==> config.mk <==
export PLATFORM = sky130hd
export DESIGN_NAME = spi_reg_ctrl
export DESIGN_NICKNAME = d
export VERILOG_FILES = /design/src/rtl/spi_reg_ctrl.sv
export SDC_FILE = /design/constraint.sdc
export NUM_CORES = 1
export LEC_CHECK = 0
export CAP_MARGIN = 40
export CORE_MARGIN = 2
export CORE_UTILIZATION = 25
export DETAILED_ROUTE_END_ITERATION = 8
export PLACE_DENSITY = 0.51
export SLEW_MARGIN = 20
export SYNTH_ARGS = -nofsm -noshare
export SYNTH_HDL_FRONTEND = slang
export SYNTH_SLANG_ARGS = --single-unit
==> constraint.sdc <==
create_clock -name clk -period 3.9 [get_ports clk]
set_clock_uncertainty 0.15 [all_clocks]
set_input_delay 1.17 -clock clk [delete_from_list [all_inputs] [get_ports clk]]
set_output_delay 1.17 -clock clk [all_outputs]
set_load 0.005 [all_outputs]
==> src/rtl/spi_reg_ctrl.sv <==
// Command sequencer between spi_slave and the register bank: decodes R/W + address,
// runs single/burst accesses with auto-increment and stages read data for the next SPI slot.
module spi_reg_ctrl #(
  parameter int ADDR_W     = 7,
  parameter int RD_TIMEOUT = 16
) (
  input  logic              clk,
  input  logic              reset,
  input  logic              spi_transaction_begin,
  input  logic              spi_rx_byte_available,
  input  logic [7:0]        spi_rx_byte,
  output logic [7:0]        spi_tx_byte,
  output logic [ADDR_W-1:0] reg_addr,
  output logic [7:0]        reg_wdata,
  output logic              reg_wr,
  output logic              reg_rd,
  input  logic [7:0]        reg_rdata,
  input  logic              reg_rd_valid,
  output logic              rd_timeout_err
);

  localparam int CNT_W = $clog2(RD_TIMEOUT + 1);

  typedef enum logic [2:0] {
    IDLE, CMD, RD_REQ, RD_WAIT, RD_HOLD, WR_DATA
  } state_t;

  state_t            r_state;
  logic [1:0]        r_avail_hist;
  logic [CNT_W-1:0]  r_cnt;
  logic [ADDR_W-1:0] r_addr;
  logic [7:0]        r_tx;
  logic [7:0]        r_wdata;
  logic              r_wr;
  logic              r_rd;
  logic              r_err;
  logic              w_rx_edge;

  // History holds {older, newer}; a new byte shows up as 0 -> 1.
  assign w_rx_edge = (r_avail_hist == 2'b01);

  always_ff @(posedge clk) begin
    if (reset) begin
      r_state      <= IDLE;
      r_avail_hist <= 2'b00;
      r_cnt        <= '0;
      r_addr       <= '0;
      r_tx         <= 8'h00;
      r_wdata      <= 8'h00;
      r_wr         <= 1'b0;
      r_rd         <= 1'b0;
      r_err        <= 1'b0;
    end else begin
      r_avail_hist <= {r_avail_hist[0], spi_rx_byte_available};
      r_wr         <= 1'b0;
      r_rd         <= 1'b0;
      // A new SS assertion restarts everything and swallows any coincident byte.
      if (spi_transaction_begin) begin
        r_state <= CMD;
        r_tx    <= 8'h00;
      end else begin
        case (r_state)
          IDLE: ;
          CMD: begin
            if (w_rx_edge) begin
              r_addr <= spi_rx_byte[ADDR_W-1:0];
              if (spi_rx_byte[7]) begin
                r_state <= WR_DATA;
              end else begin
                r_state <= RD_REQ;
                r_rd    <= 1'b1;
              end
            end
          end
          RD_REQ: begin
            r_cnt   <= CNT_W'(RD_TIMEOUT);
            r_state <= RD_WAIT;
          end
          RD_WAIT: begin
            if (reg_rd_valid) begin
              r_tx    <= reg_rdata;
              r_state <= RD_HOLD;
            end else if (r_cnt <= CNT_W'(1)) begin
              r_tx    <= 8'hFF;
              r_err   <= 1'b1;
              r_state <= RD_HOLD;
            end else begin
              r_cnt <= r_cnt - CNT_W'(1);
            end
          end
          RD_HOLD: begin
            // Master has clocked out the staged byte; prefetch the next address.
            if (w_rx_edge) begin
              r_addr  <= r_addr + ADDR_W'(1);
              r_rd    <= 1'b1;
              r_state <= RD_REQ;
            end
          end
          WR_DATA: begin
            if (r_wr) begin
              r_addr <= r_addr + ADDR_W'(1);
            end else if (w_rx_edge) begin
              r_wdata <= spi_rx_byte;
              r_wr    <= 1'b1;
            end
          end
          default: r_state <= IDLE;
        endcase
      end
    end
  end

  assign spi_tx_byte    = r_tx;
  assign reg_addr       = r_addr;
  assign reg_wdata      = r_wdata;
  assign reg_wr         = r_wr;
  assign reg_rd         = r_rd;
  assign rd_timeout_err = r_err;

endmodule

==> impl_metrics.toml, run 1 <==
[grt]
grt_max_degree = 25
grt_antenna_before_repair = 0
grt-ovfl-total = 0
grt_pass1_vias = 1423
grt_pass1_wl_mm = 6.67
grtUsageTotal = 0.110

[status]
status = "finished, final reports clean"

[synthesis]
ys.flop_type = "dfxtp_1"
yosysWarningCount = 0
ys_top_cells_by_count = "dfxtp_1 (36), nor2_1 (23), nand2_1 (14)"
netlist_area_um2 = 1740
ys_seq_area_frac = 0.414
synth_top_area_share = 0.414
syn_inst = 196
synth_area_leaders = "dfxtp_1 (41%), o221a_2 (5.8%), mux2i_1 (5.2%)"
syn_avg_cell_area_um2 = 8.89
synth-edff-count = 0
ys_seq_elements = 36
syn-num-nets = 220
synthArstFlopShare = 0
yosys.area.top_type = "dfxtp_1"
synth_cell_types = 44
synth.most_common_cell = "dfxtp_1"

[cts]
cts_setup_buffers = 0
path_clk_slew_ns = 0.08
ctsResizeCount = 0
cts.sinks = 36
clock_latency_ns = 0.28
root_buffer = "clkbuf_8"
cts_hold_buf = 0
cts_buffers = 5
cts_tree = "done"
htree_levels = 2
clockBufferDepth = 2

[die]
pin_count = 47
dieArea_um2 = 7650
rows = 30
die_width_um = 87.5
die_y_um = 87.5
core_um2 = 6760
initial_core_util = 0.258

[critical_path]
critPathCaptureType = "register"
cp.arrival_ns = 2.82
r2r_start = "r_state[2]$_SDFFE_PP0P_"
r2r_end = "reg_wdata[5]$_SDFFE_PP0P_"
crit_fanout = 9
critPathRequiredTime_ns = 3.92
rr_worst_depth = 4
rrSetupSlack_ns = 1.53
criticalPathCategory = "input pin to register"
cp-start-kind = "input pin"

[run]
drv_cap = 0

[routing]
dr.pass1.iters = 4
wl_per_cell_um = 13.1
viasPerCell = 4.98
via_count = 1585
first_iter_violations = 131
drc = 0
route.antenna.remaining_nets = 0
wirelength_mm = 4.17

[hold_path]
worstHoldStart = "rd_timeout_err$_SDFFE_PP0P_"
hold_depth = 2
min_path_type = "register to register"
hold_path_end = "rd_timeout_err$_SDFFE_PP0P_"

[sta]
rsz0062_at_grt = "false"
fmax_ghz = 0.357
finalSetupTns_ns = 0
fin_crit_sh = 0.718
slew_viol_final = 0
worstMarginPinSlew_ns = 0.659
setup_violations = 0
fin_crit_ns = 2.80
maxSlewHeadroom = 0.559
hold_violations = 0

[power_and_ir_drop]
total_power_uw = 762
power_density_nw_per_um2 = 324
peakVddDrop_v = 0.000116
power_leakage_uw = 0.000924

[cells_and_area]
diodes = 0
post-route-util = 0.348
area_growth_pct = 35.1
final_nets = 261
fin_cells = 318
drive_gt1_frac = 0.0924

[place]
port_buffers = 46
place.gp.congestion = 0.770
dpl.cell_count = 310
hpwl_mm = 2.97
## how the worst max path moves through the flow
| stage | slack (ns) | cells past startpoint | startpoint | to |
|---|---|---|---|---|
| after floorplan | 1.41 | 5 | spi_transaction_begin | reg_wdata[0]$_SDFFE_PP0P_ |
| after global placement | 0.81 | 4 | spi_transaction_begin | reg_wdata[5]$_SDFFE_PP0P_ |
| after detailed placement | 0.78 | 4 | spi_transaction_begin | reg_wdata[4]$_SDFFE_PP0P_ |
| after CTS | 1.08 | 4 | spi_transaction_begin | reg_wdata[2]$_SDFFE_PP0P_ |
| after global routing | 0.99 | 4 | spi_transaction_begin | reg_wdata[3]$_SDFFE_PP0P_ |
| final | 1.10 | 4 | spi_transaction_begin | reg_wdata[5]$_SDFFE_PP0P_ |
## worst max-delay path, cell delays in order
cell and delay, ns:
clkdlybuf4s50_1 0.54, or4_1 0.82, mux2i_1 0.23, nor2_1 0.06
## cells by family (layout without fill, tap and decap cells)
family / count (synthesis) / count (layout) / share of synthesized area
flip-flops: 36 / 36 / 0.414
buffers and inverters: 19 / 61 / 0.0517
adder cells (fa/ha/maj): 3 / 3 / 0.0216
multiplexers: 10 / 10 / 0.0582
AND/OR/NAND/NOR: 78 / 78 / 0.244
AO/OA/AOI/OAI: 50 / 50 / 0.210
## sequential cells by signal (all words and copies together) (netlist names)
signal          count
r_state             3
spi_tx_byte         8
rd_timeout_err      1
r_cnt               5
reg_wdata           8
reg_wr              1
reg_addr            7
reg_rd              1
r_avail_hist        2
## layer usage
metal,routed length [µm],vias to the layer above,GRT usage
met5,0,-,0
met2,1860,33,0.163
met4,66,0,0.0420
li1,-,802,-
met1,2060,744,0.149
met3,182,6,0.0313
## layout by cell type, fill, tap and decap left out, types with 2 or more instances in the layout
cell type        synthesis  routed
a21o_1                   4       4
a21oi_1                  9       9
a31oi_1                  7       7
and3_1                   4       4
and3b_1                  2       2
clkbuf_8                 0       5
clkdlybuf4s50_1          0      46
dfxtp_1                 36      36
ha_1                     3       3
inv_1                    6       6
mux2i_1                  9       9
nand2_1                 14      14
nand2b_1                 3       3
nand3_1                  4       4
nand3b_1                 2       2
nand4_1                  3       3
nand4bb_1                2       2
nor2_1                  23      23
nor2b_1                  3       3
nor3_1                   2       2
nor3b_1                  2       2
o21ai_0                  9       9
o21bai_1                 3       3
o221a_2                  9       9
o31ai_1                  2       2
or3_1                    2       2
or3b_2                   2       2
or4_1                    3       3
## stage by stage
stage	cell area, µm²	worst slack (ns)	hold WS [ns]
after floorplan	1740	1.41	0.315
after global placement	2240	0.814	0.325
after detailed placement	2240	0.777	0.332
after CTS	2350	1.08	0.350
after global routing	2350	0.994	0.372
final	2350	1.10	0.332
## final cells by class
class                   instances  area [µm²]
fillers                       696        4400
clock buffers                   5        68.8
clock inverters                 3        42.5
repair buffers                 47         468
flip-flops and latches         36         721
multi-input cells             141         931
well taps                      80         100
inverters                       6        22.5
## where the power goes
group / switching (µW) / internal [µW] / total, µW
clock: 138 / 189 / 328
combinational: 24.8 / 31.4 / 56.2
sequential: 6.81 / 371 / 378
total: 170 / 592 / 762
Power figures use the tool's default switching activity.
==> inputs of run 2 (changes only) <==
==> constraint.sdc (replaced) <==
create_clock -name clk -period 2.61 [get_ports clk]
set_clock_uncertainty 0.15 [all_clocks]
set_input_delay 0.783 -clock clk [delete_from_list [all_inputs] [get_ports clk]]
set_output_delay 0.783 -clock clk [all_outputs]
set_load 0.005 [all_outputs]
==> run 2 against run 1 <==
Worst setup slack worse by 0.73 ns. Count of clock-buffer cells in the layout is 1 higher. Worst hold slack better by 0.020 ns. Design area is 2.3% higher. Combinational power is 61% higher. Sequential cell count stayed put. Sequential power is 49% higher. Via count is 1.1% higher. Register-to-register slack worse by 0.95 ns. Die area stayed put.
==> impl_metrics.toml, run 2 (synthesis gave the netlist of run 1 again) <==
[routing]
wl_met1_mm = 2.20
dr.pass1.iters = 4
drc = 0
first_iter_violations = 120
via_count = 1602
wl_met3_um = 161
route.antenna.remaining_nets = 0
wirelength_mm = 4.38
viasPerCell = 4.90
wl_met2_mm = 1.95
wl_per_cell_um = 13.4
top_layer_used = "met4"

[die]
core_um2 = 6760
pin_count = 47
initial_core_util = 0.258
die_y_um = 87.5
die_width_um = 87.5
dieArea_um2 = 7650
rows = 30

[critical_path]
cp.arrival_ns = 2.33
crit_chain = "clkdlybuf4s50_1 > nor3b_1 > nand2_1 > or4_1 > nand3_1"
critPathCaptureType = "register"
max_stage_delay_ns = 0.51
critPathLaunch = "spi_transaction_begin"
crit_fanout = 6
cp_slowest_cell = "clkdlybuf4s50_1"
cp-start-kind = "input pin"
r2r_start = "r_state[2]$_SDFFE_PP0P_"
critPathRequiredTime_ns = 2.70
criticalPathCategory = "input pin to register"

[cts]
root_buffer = "clkbuf_8"
clock_latency_ns = 0.29
cts.sinks = 36
cts_setup_buffers = 0
cts_hold_buf = 0
ctsResizeCount = 0
cts_buffers = 5
path_clk_slew_ns = 0.08
cts_tree = "done"
htree_levels = 2
clockBufferDepth = 2

[sta]
fin_crit_sh = 0.859
setup_violations = 0
hold_violations = 0
fmax_ghz = 0.446
worstMarginPinSlew_ns = 0.447
finalSetupTns_ns = 0
fin_crit_ns = 2.24
setup_slack_ns = 0.368
rsz0062_at_grt = "false"
slew_viol_final = 0
hold_ws_ns = 0.352
maxSlewHeadroom = 0.702

[grt]
grt_max_degree = 19
grt_antenna_before_repair = 0
grtUsageTotal = 0.122
grt-ovfl-total = 0
grt_pass1_wl_mm = 7.38
grt_pass1_vias = 1523

[run]
drv_cap = 0

[place]
placed_area_um2 = 2310
place.gp.congestion = 0.806
hpwl_mm = 3.13
port_buffers = 46
pre_cts_ws_ns = 0.0496

[power_and_ir_drop]
power_density_nw_per_um2 = 452
peakVddDrop_v = 0.000210
power_leakage_uw = 0.000957

[hold_path]
min_path_type = "register to register"
worstHoldStart = "reg_wdata[2]$_SDFFE_PP0P_"

[cells_and_area]
area_growth_pct = 38.2
n_fill_cell = 708
drive_gt1_frac = 0.126
final_nets = 270
diodes = 0
final_area_um2 = 2410
final_common_cell = "clkdlybuf4s50_1"
final_cell_mix = "clkdlybuf4s50_1 (46), dfxtp_1 (36), nor2_1 (23)"

[status]
status = "finished, final reports clean"
-- run 2: changes by cell type in the layout (fill, tap and decap cells not counted) --
cell / change
clkinv_2: -1
buf_4: +9
clkinvlp_4: +1
bufinv_16: -1
clkbuf_8: +1
-- run 2: per-stage QoR --
step                       util  power, µW  instances
after floorplan               -        612        196
after global placement    0.342        669        319
after detailed placement  0.342        668        319
after CTS                 0.356       1110        327
after global routing      0.356       1130        327
final                     0.356       1090        327
-- run 2: path summary, 6_finish.rpt --
kind	endpoint	slack, ns	cells after the start
worst min-delay path	reg_wdata[2]$_SDFFE_PP0P_	0.35	2
worst max-delay path	r_cnt[3]$_SDFFE_PP0P_	0.37	5
worst min register to register	reg_wdata[2]$_SDFFE_PP0P_	0.35	2
worst max register to register	r_cnt[3]$_SDFFE_PP0P_	0.58	4
-- run 2: per-layer routing --
layer / GRT usage / up-vias
li1: - / 816
met1: 0.172 / 743
met2: 0.180 / 37
met3: 0.0265 / 6
met4: 0.0462 / 0
met5: 0 / -
-- run 2: power breakdown --
| part | internal [µW] | switching (µW) | leakage [µW] |
|---|---|---|---|
| Combinational | 51.8 | 38.7 | 0.000622 |
| Sequential | 555 | 10.5 | 0.000291 |
| Clock | 214 | 219 | 0.0000434 |
-- run 2: cell type report --
cell class | count | area, µm² | area share
multi-input cells | 141 | 931 | 0.387
flip-flops and latches | 36 | 721 | 0.299
repair buffers | 56 | 536 | 0.222
well taps | 80 | 100 | 0.0416
clock buffers | 6 | 82.6 | 0.0343
inverters | 6 | 22.5 | 0.00936
clock inverters | 2 | 15.0 | 0.00624
-- run 2: worst max-delay path, delay by kind of cell --
family                 cells  cell delay (ns)
buffers and inverters      1             0.51
AND/OR/NAND/NOR            4             1.04
==> inputs of run 3 (changes only) <==
--- a/config.mk
+++ b/config.mk
@@ -8,7 +8,9 @@
 export CAP_MARGIN = 40
 export CORE_MARGIN = 2
 export CORE_UTILIZATION = 25
+export CTS_BUF_LIST = sky130_fd_sc_hd__clkbuf_16
 export DETAILED_ROUTE_END_ITERATION = 8
+export HOLD_SLACK_MARGIN = 0.08
 export PLACE_DENSITY = 0.51
 export SLEW_MARGIN = 20
 export SYNTH_ARGS = -nofsm -noshare
==> run 3 against run 2 <==
Critical path depth stayed put. Non-clock buffer count stayed put. Critical path type unchanged. Register-to-register slack hardly changed. Utilization is 0.69 points higher. Final cell count stayed put. Worst setup slack worse by 0.016 ns. Clock power is 34% higher. Sequential cell count stayed put.
==> impl_metrics.toml, run 3 (synthesis gave the netlist of run 1 again) <==
[cts]
cts.sinks = 36
root_buffer = "clkbuf_16"
ctsResizeCount = 0
clock_latency_ns = 0.27
cts_setup_buffers = 0
cts_buffers = 5
htree_levels = 2
path_clk_slew_ns = 0.06
clockBufferDepth = 2
cts_tree = "done"
cts_hold_buf = 0

[sta]
hold_ws_ns = 0.349
setup_violations = 0
setup_slack_ns = 0.352
hold_violations = 0
rsz0062_at_grt = "false"
finalSetupTns_ns = 0
worstMarginPinSlew_ns = 0.438
slew_viol_final = 0
maxSlewHeadroom = 0.708
fin_crit_sh = 0.865
fmax_ghz = 0.443
fin_crit_ns = 2.26

[routing]
wl_per_cell_um = 13.3
via_count = 1601
route.antenna.remaining_nets = 0
dr.pass1.iters = 4
first_iter_violations = 122
drc = 0
viasPerCell = 4.90
wirelength_mm = 4.36

[hold_path]
hold_depth = 2
worstHoldStart = "reg_wdata[2]$_SDFFE_PP0P_"
hold_path_end = "reg_wdata[2]$_SDFFE_PP0P_"
min_path_type = "register to register"

[place]
dpl.cell_count = 319
pre_cts_ws_ns = 0.0496
hpwl_mm = 3.13
placed_area_um2 = 2310
port_buffers = 46
place.gp.congestion = 0.806

[critical_path]
cp.arrival_ns = 2.33
cp_slowest_cell = "clkdlybuf4s50_1"
critPathLaunch = "spi_transaction_begin"
critPathCaptureType = "register"
cp-start-kind = "input pin"
rrSetupSlack_ns = 0.59
rr_worst_depth = 4
r2r_end = "r_cnt[3]$_SDFFE_PP0P_"
max_stage_delay_ns = 0.51
critPathRequiredTime_ns = 2.68
criticalPathCategory = "input pin to register"
crit_chain = "clkdlybuf4s50_1 > nor3b_1 > nand2_1 > or4_1 > nand3_1"
crit_fanout = 6
r2r_start = "r_state[2]$_SDFFE_PP0P_"

[cells_and_area]
final_cell_mix = "clkdlybuf4s50_1 (46), dfxtp_1 (36), nor2_1 (23)"
area_growth_pct = 40.9
diodes = 0
final_common_cell = "clkdlybuf4s50_1"
final_area_um2 = 2450
drive_gt1_frac = 0.121
fin_cells = 327
final_nets = 270

[power_and_ir_drop]
power_density_nw_per_um2 = 505
peakVddDrop_v = 0.000244
power_leakage_uw = 0.000977

[grt]
grt-ovfl-total = 0
grt_pass1_vias = 1511
grt_pass1_wl_mm = 7.27
grtUsageTotal = 0.119
grt_antenna_before_repair = 0
grt_max_degree = 19

[run]
drv_cap = 0

[die]
dieArea_um2 = 7650
die_y_um = 87.5
pin_count = 47
die_width_um = 87.5
initial_core_util = 0.258
core_um2 = 6760
rows = 30

[status]
status = "finished, final reports clean"
## run 3: how the worst max path moves through the flow
stage,end,slack (ns),cells after the start
2_1_floorplan,reg_wdata[0]$_SDFFE_PP0P_,0.51,5
3_3_place_gp,r_cnt[3]$_SDFFE_PP0P_,0.09,5
3_5_place_dp,r_cnt[3]$_SDFFE_PP0P_,0.05,5
4_1_cts,r_cnt[3]$_SDFFE_PP0P_,0.35,5
5_1_grt,r_cnt[3]$_SDFFE_PP0P_,0.24,5
6_report,r_cnt[3]$_SDFFE_PP0P_,0.35,5
## run 3: metal layers
metal / track usage / vias up / wire length, µm
li1: - / 819 / -
met1: 0.169 / 744 / 2200
met2: 0.178 / 36 / 1960
met3: 0.0265 / 2 / 162
met4: 0.0378 / 0 / 41
met5: 0 / - / 0
## run 3: worst max-delay path, delay by kind of cell
kind	cells	cell delay, ns
and+or+nand+nor	4	1.04
buffers and inverters	1	0.51
## run 3: stage by stage
step,total power [µW],utilization
6_report,1240,0.363
5_1_grt,1290,0.363
4_1_cts,1260,0.363
3_5_place_dp,668,0.342
3_3_place_gp,669,0.342
2_1_floorplan,612,-
## run 3: where the power goes
part | switching (µW) | internal [µW] | total, µW
Sequential | 10.4 | 555 | 566
Clock | 232 | 350 | 582
Combinational | 38.5 | 51.8 | 90.3
## run 3: final cells by class
| class | instances | area [µm²] |
|---|---|---|
| inverters | 6 | 22.5 |
| clock inverters | 3 | 18.8 |
| flip-flops and latches | 36 | 721 |
| well taps | 80 | 100 |
| clock buffers | 5 | 125 |
| repair buffers | 56 | 536 |
| fillers | 704 | 4300 |
| multi-input cells | 141 | 931 |
